**src/rtl/lsu_pkg.sv**
```systemverilog
// Shared constants, state encoding and size helpers for the data-side load/store unit.
// The fetch path reuses the funct3 and HB encodings.
package lsu_pkg;

    localparam logic [2:0] F3_B  = 3'b000;
    localparam logic [2:0] F3_H  = 3'b001;
    localparam logic [2:0] F3_W  = 3'b010;
    localparam logic [2:0] F3_BU = 3'b100;
    localparam logic [2:0] F3_HU = 3'b101;

    localparam logic [1:0] HB_BYTE = 2'b00;
    localparam logic [1:0] HB_HALF = 2'b01;
    localparam logic [1:0] HB_WORD = 2'b10;

    localparam logic [1:0] FAULT_OK       = 2'b00;
    localparam logic [1:0] FAULT_MISALIGN = 2'b01;
    localparam logic [1:0] FAULT_TIMEOUT  = 2'b10;
    localparam logic [1:0] FAULT_ILLEGAL  = 2'b11;

    typedef enum logic [1:0] {
        IDLE = 2'd0,
        WAIT = 2'd1,
        RESP = 2'd2
    } state_e;

    // Illegal codes fall through to byte; they never reach the bus.
    function automatic logic [1:0] size_to_hb(input logic [2:0] funct3);
        case (funct3)
            F3_H, F3_HU: return HB_HALF;
            F3_W:        return HB_WORD;
            default:     return HB_BYTE;
        endcase
    endfunction

    function automatic logic [31:0] mask_wdata(input logic [2:0] funct3, input logic [31:0] data);
        case (size_to_hb(funct3))
            HB_BYTE: return {24'h0, data[7:0]};
            HB_HALF: return {16'h0, data[15:0]};
            default: return data;
        endcase
    endfunction

    // Unsigned load codes have no store counterpart.
    function automatic logic is_illegal(input logic [2:0] funct3, input logic we);
        case (funct3)
            F3_B, F3_H, F3_W: return 1'b0;
            F3_BU, F3_HU:     return we;
            default:          return 1'b1;
        endcase
    endfunction

    function automatic logic is_misaligned(input logic [1:0] hb, input logic [1:0] addr_lo);
        case (hb)
            HB_HALF: return addr_lo[0];
            HB_WORD: return |addr_lo;
            default: return 1'b0;
        endcase
    endfunction

endpackage

```
**src/rtl/lsu_load_ext.sv**
```systemverilog
// Combinational load-data extender: picks the low byte/half and sign- or zero-extends
// it according to the RV32I funct3 size code.
module lsu_load_ext
(
    input  logic [2:0]  i_funct3,
    input  logic [31:0] i_data,
    output logic [31:0] o_data
);
    import lsu_pkg::*;

    always_comb begin
        case (i_funct3)
            F3_B:    o_data = {{24{i_data[7]}}, i_data[7:0]};
            F3_H:    o_data = {{16{i_data[15]}}, i_data[15:0]};
            F3_BU:   o_data = {24'h0, i_data[7:0]};
            F3_HU:   o_data = {16'h0, i_data[15:0]};
            default: o_data = i_data;
        endcase
    end

endmodule

```
**src/rtl/lsu_bus_master.sv**
```systemverilog
// Load/store bus initiator: one request at a time, size/alignment screening,
// REQ held until GNT, and a timeout so an unmapped address cannot stall the core.
module lsu_bus_master #(
    parameter int TIMEOUT = 16,
    parameter int CNT_W   = 5
) (
    input  logic        i_CLK,
    input  logic        i_RSTn,
    input  logic        i_VALID,
    input  logic        i_WE,
    input  logic [2:0]  i_FUNCT3,
    input  logic [31:0] i_ADDR,
    input  logic [31:0] i_WDATA,
    output logic        o_READY,
    output logic        o_DONE,
    output logic [31:0] o_RDATA,
    output logic [1:0]  o_FAULT,
    output logic        o_REQ,
    output logic        o_WE,
    output logic [1:0]  o_HB,
    output logic [31:0] o_ADDR,
    output logic [31:0] o_WDATA,
    input  logic        i_GNT,
    input  logic [31:0] i_RDATA
);
    import lsu_pkg::*;

    state_e             state_q, state_d;
    logic [CNT_W-1:0]   cnt_q, cnt_d;
    logic               we_q, we_d;
    logic [2:0]         funct3_q, funct3_d;
    logic [31:0]        addr_q, addr_d;
    logic [31:0]        wdata_q, wdata_d;
    logic [1:0]         hb_q, hb_d;
    logic [31:0]        rdata_q, rdata_d;
    logic [1:0]         fault_q, fault_d;
    logic [31:0]        ext_data;

    lsu_load_ext u_load_ext (
        .i_funct3 (funct3_q),
        .i_data   (i_RDATA),
        .o_data   (ext_data)
    );

    always_comb begin
        state_d  = state_q;
        cnt_d    = cnt_q;
        we_d     = we_q;
        funct3_d = funct3_q;
        addr_d   = addr_q;
        wdata_d  = wdata_q;
        hb_d     = hb_q;
        rdata_d  = rdata_q;
        fault_d  = fault_q;

        case (state_q)
            IDLE: begin
                if (i_VALID) begin
                    we_d     = i_WE;
                    funct3_d = i_FUNCT3;
                    addr_d   = i_ADDR;
                    wdata_d  = mask_wdata(i_FUNCT3, i_WDATA);
                    hb_d     = size_to_hb(i_FUNCT3);
                    cnt_d    = '0;
                    // Screening faults skip the bus and complete on the next cycle.
                    if (is_illegal(i_FUNCT3, i_WE)) begin
                        fault_d = FAULT_ILLEGAL;
                        rdata_d = '0;
                        state_d = RESP;
                    end else if (is_misaligned(size_to_hb(i_FUNCT3), i_ADDR[1:0])) begin
                        fault_d = FAULT_MISALIGN;
                        rdata_d = '0;
                        state_d = RESP;
                    end else begin
                        state_d = WAIT;
                    end
                end
            end
            WAIT: begin
                // A grant in the final counted cycle still wins over the timeout.
                if (i_GNT) begin
                    rdata_d = we_q ? 32'h0 : ext_data;
                    fault_d = FAULT_OK;
                    state_d = RESP;
                end else if (cnt_q == CNT_W'(TIMEOUT - 1)) begin
                    rdata_d = '0;
                    fault_d = FAULT_TIMEOUT;
                    state_d = RESP;
                end else begin
                    cnt_d = cnt_q + 1'b1;
                end
            end
            RESP: begin
                state_d = IDLE;
            end
            default: begin
                state_d = IDLE;
            end
        endcase
    end

    always_ff @(posedge i_CLK) begin
        if (!i_RSTn) begin
            state_q  <= IDLE;
            cnt_q    <= '0;
            we_q     <= 1'b0;
            funct3_q <= 3'b000;
            addr_q   <= '0;
            wdata_q  <= '0;
            hb_q     <= HB_BYTE;
            rdata_q  <= '0;
            fault_q  <= FAULT_OK;
        end else begin
            state_q  <= state_d;
            cnt_q    <= cnt_d;
            we_q     <= we_d;
            funct3_q <= funct3_d;
            addr_q   <= addr_d;
            wdata_q  <= wdata_d;
            hb_q     <= hb_d;
            rdata_q  <= rdata_d;
            fault_q  <= fault_d;
        end
    end

    // REQ drops combinationally on GNT so a registered responder does not grant twice.
    assign o_REQ   = i_RSTn & (state_q == WAIT) & ~i_GNT;
    assign o_WE    = (state_q == WAIT) & we_q;
    assign o_HB    = hb_q;
    assign o_ADDR  = addr_q;
    assign o_WDATA = wdata_q;
    assign o_READY = (state_q == IDLE);
    assign o_DONE  = (state_q == RESP);
    assign o_RDATA = rdata_q;
    assign o_FAULT = fault_q;

endmodule
```
**config.mk**
```make
export PLATFORM = sky130hd
export DESIGN_NAME = lsu_bus_master
export DESIGN_NICKNAME = d
export VERILOG_FILES = /design/src/rtl/lsu_pkg.sv /design/src/rtl/lsu_load_ext.sv /design/src/rtl/lsu_bus_master.sv
export SDC_FILE = /design/constraint.sdc
export NUM_CORES = 1
export LEC_CHECK = 0
export BUFFER_PORTS_ARGS = -buffer_cell sky130_fd_sc_hd__buf_2
export CAP_MARGIN = 0
export CORE_ASPECT_RATIO = 0.75
export CORE_MARGIN = 10
export CORE_UTILIZATION = 50
export CTS_BUF_LIST = sky130_fd_sc_hd__clkbuf_4 sky130_fd_sc_hd__clkbuf_8
export CTS_CLUSTER_SIZE = 25
export DETAILED_ROUTE_END_ITERATION = 16
export HOLD_SLACK_MARGIN = 0.03
export PLACE_DENSITY = 0.95
export RECOVER_POWER = 100
export SLEW_MARGIN = 15
export SYNTH_ARGS = -nofsm -noshare
export SYNTH_HDL_FRONTEND = slang
export SYNTH_SLANG_ARGS = --single-unit
export TNS_END_PERCENT = 20
```
**constraint.sdc**
```tcl
create_clock -name i_CLK -period 5.3 [get_ports i_CLK]
set_input_delay 0.265 -clock i_CLK [delete_from_list [all_inputs] [get_ports i_CLK]]
set_output_delay 0.265 -clock i_CLK [all_outputs]
set_load 0.1 [all_outputs]
```
Yosys cells after proc, flatten, opt, wreduce, memory -nomap -nowiden. Cells that the tools add are included.

Register bits: 111. Input port bits: 104. Output and inout bits: 104. Word-level logic and storage cells: 82.

Add/subtract/negate cells: 1. Equality and inequality tests: 18. Muxes and demuxes: 37. Bitwise operators: 4. Reduce and logical (&&, ||, !) cells: 13.

Operator list (count): $mux 32 (6); $pmux 32 s2 (2); $pmux 32 s4 (1); $mux 2 (14); $mux 5 (3); $eq 3x3->1 const B (4); $pmux 2 s2 (3); $pmux 5 s2 (1); $reduce_and 4->1 (2); $eq 2x1->1 const B (3); $eq 3x1->1 const B (2); $logic_not 3->1 (2); $ne 2x2->1 const B (3); $reduce_or 2->1 (3); $add 5x1->5 const B (1); $eq 5x4->1 const B (1); $mux 1 (5); $eq 2x2->1 const B (2); $logic_not 2->1 (2); $pmux 1 s2 (2); $reduce_and 2->1 (2); $and 1x1->1 (3); $eq 3x2->1 const B (1); $ne 3x1->1 const B (1); other kinds (4) (4).

Longest topological paths before layout.
Depth after elaboration: 17. Depth in mapped cells: 8. Depth with buffers taken out: 7.

By module. A second synthesis with hierarchy kept.

Cells, all modules: 465. Area, all modules: 4300.4 sq um.

By module, submodules not included: lsu_bus_master (times used 1, cells an instance 398, area each 3945.0 sq um, seq. area each 2222.1 sq um); lsu_load_ext (times used 1, cells an instance 67, area each 355.3 sq um, seq. area each 0.0 sq um).

Worst setup path before layout. OpenSTA, ideal clock, no wires.

Kind: register to output. Start: register state_q[1]. End: output port o_REQ. Arrival time: 3.517 ns. Required time: 5.035 ns. Path slack: 1.518 ns. Stages on the path, launching flop included: 3. Path buffers: 1. Cell sequence: dfxtp_1 -> clkbuf_1 -> nor4bb_1.

Cells in the longest elaborated chain, start to end: 3.

RTL lines: from (decl) (RTL line lsu_bus_master.sv:28) `state_e state_q, state_d;`; from (signal assigned) (RTL line lsu_bus_master.sv:114) `state_q <= state_d;`; $eq 2x1->1 (RTL line lsu_bus_master.sv:127) `assign o_REQ = i_RSTn & (state_q == WAIT) & ~i_GNT;`; $and 1x1->1 (2 in series) (RTL line lsu_bus_master.sv:127); to (decl) (RTL line lsu_bus_master.sv:18) `output logic o_REQ,`.

No other way between the ends.

Worst setup path after layout.
Start: register cnt_q[0]. End: register rdata_q[14] (netlist: o_RDATA[14]).

Cells in the longest elaborated chain, start to end: 3.

RTL lines: from (decl) (RTL line lsu_bus_master.sv:29) `logic [CNT_W-1:0] cnt_q, cnt_d;`; from (signal assigned) (RTL line lsu_bus_master.sv:115) `cnt_q <= cnt_d;`; $eq 5x4->1 (RTL line lsu_bus_master.sv:85) `end else if (cnt_q == CNT_W'(TIMEOUT - 1)) begin`; $ne 3x3->1 (no source line); $reduce_and 4->1 (no source line); to (signal assigned) (RTL line lsu_bus_master.sv:121) `rdata_q <= rdata_d;`; to (decl) (RTL line lsu_bus_master.sv:35) `logic [31:0] rdata_q, rdata_d;`.

No other way between the ends. A chain may end at the register's enable or synchronous reset.

==> reports/metrics.csv <==
metric,value,unit
outcome,"complete, but fails checks",
violated checks,"capacitance limit, slew limit",
# clock sinks,111,
worst min path class,input port to flip-flop,
antenna cells,0,
Post-CTS Hold Fix Bufs,0,
CP endpoint kind,flip-flop,
Post-synth top flop,dfxtp_1,
GRT overflow,0,
DRT Pass-1 Iters,4,
largest stage delay on the critical path,1120,ps
CP required,5590,ps
fin crit share,0.589,
Routed Antenna Nets,0,
Ys Warns,0,
TritonCTS Buffers,9,
antenna violations before repair,0,
CTS H-tree lvls,3,
Fin. Hold Viols,0,
Max transition margin,-0.540,
critical path type,flip-flop to flip-flop,
largest net degree at the start of global routing,71,
area share of the largest cell type after synthesis,0.560,
fmax,0.320,GHz
pwr/cell area,363,mW/mm^2
CP Data Arrival Time,3410,ps
Post-synth EDFFs,0,
Die H,97.2,um
crit-path max FO,32,
worst skew pair latency,350,ps
Layout fillers,683,
CTS tree,built,
Leak Pwr,2.10,nW
register bit total from synthesis,111,
non-filler instance count after layout,638,
Mapped Cells,335,
core area,0.00781,mm^2
CTS root buffer,clkbuf_8,
Area growth syn-to-layout,26.7,%
Worst path slowest cell,clkbuf_1,
count of buffers from port buffering,207,
Die Wd,123,um
I/O pin count,208,
critical path's top delay family,buffers and inverters,
Worst Tran Pin Value,2310,ps
most used standard cell by instance count after synthesis,dfxtp_1,
WL final,11800,um
Residual DRC,0,
via/cell ratio,5.29,
drt wl/cell,18.4,um
DR iter-0 viols,213,
share of layout cells above drive strength 1,0.255,
Rows,28,
Post-Syn Nets,441,
biggest area consumer among synthesized cells,dfxtp_1,
vias in the first global route,3517,
post-synthesis sequential area ratio,0.560,
"Clk pin slew, worst setup/hold paths",110,ps
"top cells by count, synth","111 x dfxtp_1, 83 x a22o_1, 17 x nor2b_1",
CP startpoint kind,flip-flop,
global-route wire length before repair,18000,um
reg2reg setup slack,2180,ps
vias,3378,
setup violators final,0,
Sum Neg Setup Slack,0,ps
post-CTS setup buffers,0,
CTS max path bufs,2,
largest cells by area after synthesis,"dfxtp_1 56%, a22o_1 18%, o2bb2ai_2 3.8%",
max cap viols,2,
Bufs and invs on worst path,1,
PostCTS Resize Cnt,0,
Final min period,3120,ps
max-slew violations,104,
crit-path cells,"ha_1, and3_1, ha_1, o21ai_0, o21ai_0, nor2_2, clkbuf_1, a22o_1",
"Power, Total",1.82,mW
Nets,634,
Clock Skew,6.87,ps
RD Place Congestion,0.838,
Synth async-reset ratio,0,
Max VDD drop,0.000197,V
all-layer global routing usage,0.184,
syn_area_per_cell,11.9,um^2
die area,0.0119,mm^2
"Cell Area, Synth",0.00397,mm^2
placed insts,622,
detailed placement HPWL,9040,um
unique cell type count in the Yosys netlist,47,
Initial Util,0.508,
RSZ-0062 raised after global routing,no,
## flip-flops by register name (all words and copies together) (netlist names)
register,cells
cnt_q,5
o_ADDR,32
we_q,1
o_RDATA,32
funct3_q,3
o_FAULT,2
o_HB,2
state_q,2
o_WDATA,32
## cell usage in the layout, fill, tap and decap left out, drive strengths merged, types with 2 or more instances in the layout
| cell type | count |
|---|---|
| clkbuf | 114 |
| dfxtp | 111 |
| buf | 103 |
| a22o | 83 |
| nor2b | 17 |
| o2bb2ai | 16 |
| nand2 | 14 |
| nor2 | 13 |
| o21ai | 13 |
| inv | 5 |
| a21oi | 4 |
| xnor2 | 3 |
| nand2b | 3 |
| clkinv | 3 |
| nor3 | 3 |
| and3 | 2 |
| o21a | 2 |
| mux2i | 2 |
| a211oi | 2 |
| ha | 2 |
| nor4 | 2 |
## routing by layer
layer / track usage / share of wire / vias to the layer above
met4: 0.0353 / 0.0034 / 0
met1: 0.205 / 0.41 / 1591
met3: 0.0877 / 0.11 / 2
li1: - / - / 1633
met5: 0 / 0 / -
met2: 0.313 / 0.48 / 152
## worst paths after layout
kind	cells past startpoint	end	start
max reg2reg	8	o_RDATA[14]	cnt_q[0]
min reg2reg	2	o_HB[0]	o_HB[0]
max	8	o_RDATA[14]	cnt_q[0]
min	2	o_WDATA[28]	i_WDATA[28]
## logic make-up after synthesis
logic type	count (synthesis)	share of synthesized area
AO/OA/AOI/OAI	126	0.281
multiplexers	2	0.00504
flip-flops	111	0.560
AND/OR/NAND/NOR	62	0.0996
XOR/XNOR	3	0.00662
buffers and inverters	29	0.0416
adder cells (fa/ha/maj)	2	0.00630
## per-stage QoR
stage               worst slack (ps)  area, um^2  hold WS, ps   util
finish                          2180        5030          113  0.644
global route                    1880        5030         94.1  0.644
CTS                             2760        5200         96.9  0.665
detailed placement              2780        4990          443  0.639
global placement                2930        4990          433  0.639
floorplan                       1520        3970          376      -
## power by group
part | switching (mW) | internal, mW | total, mW
Sequential | 0.0280 | 0.870 | 0.898
Combinational | 0.334 | 0.0802 | 0.414
Clock | 0.286 | 0.225 | 0.511
## cell type report
cell class                      instances  area, um^2  share of cell area
Sequential cell                       111        2220               0.442
Multi-Input combinational cell        195        1550               0.308
Timing Repair Buffer                  208         910               0.181
Tap cell                              105         131              0.0261
Clock buffer                            9         124              0.0246
Clock inverter                          7        80.1              0.0159
Inverter                                3        11.3             0.00224
Power figures use the tool's default switching activity.
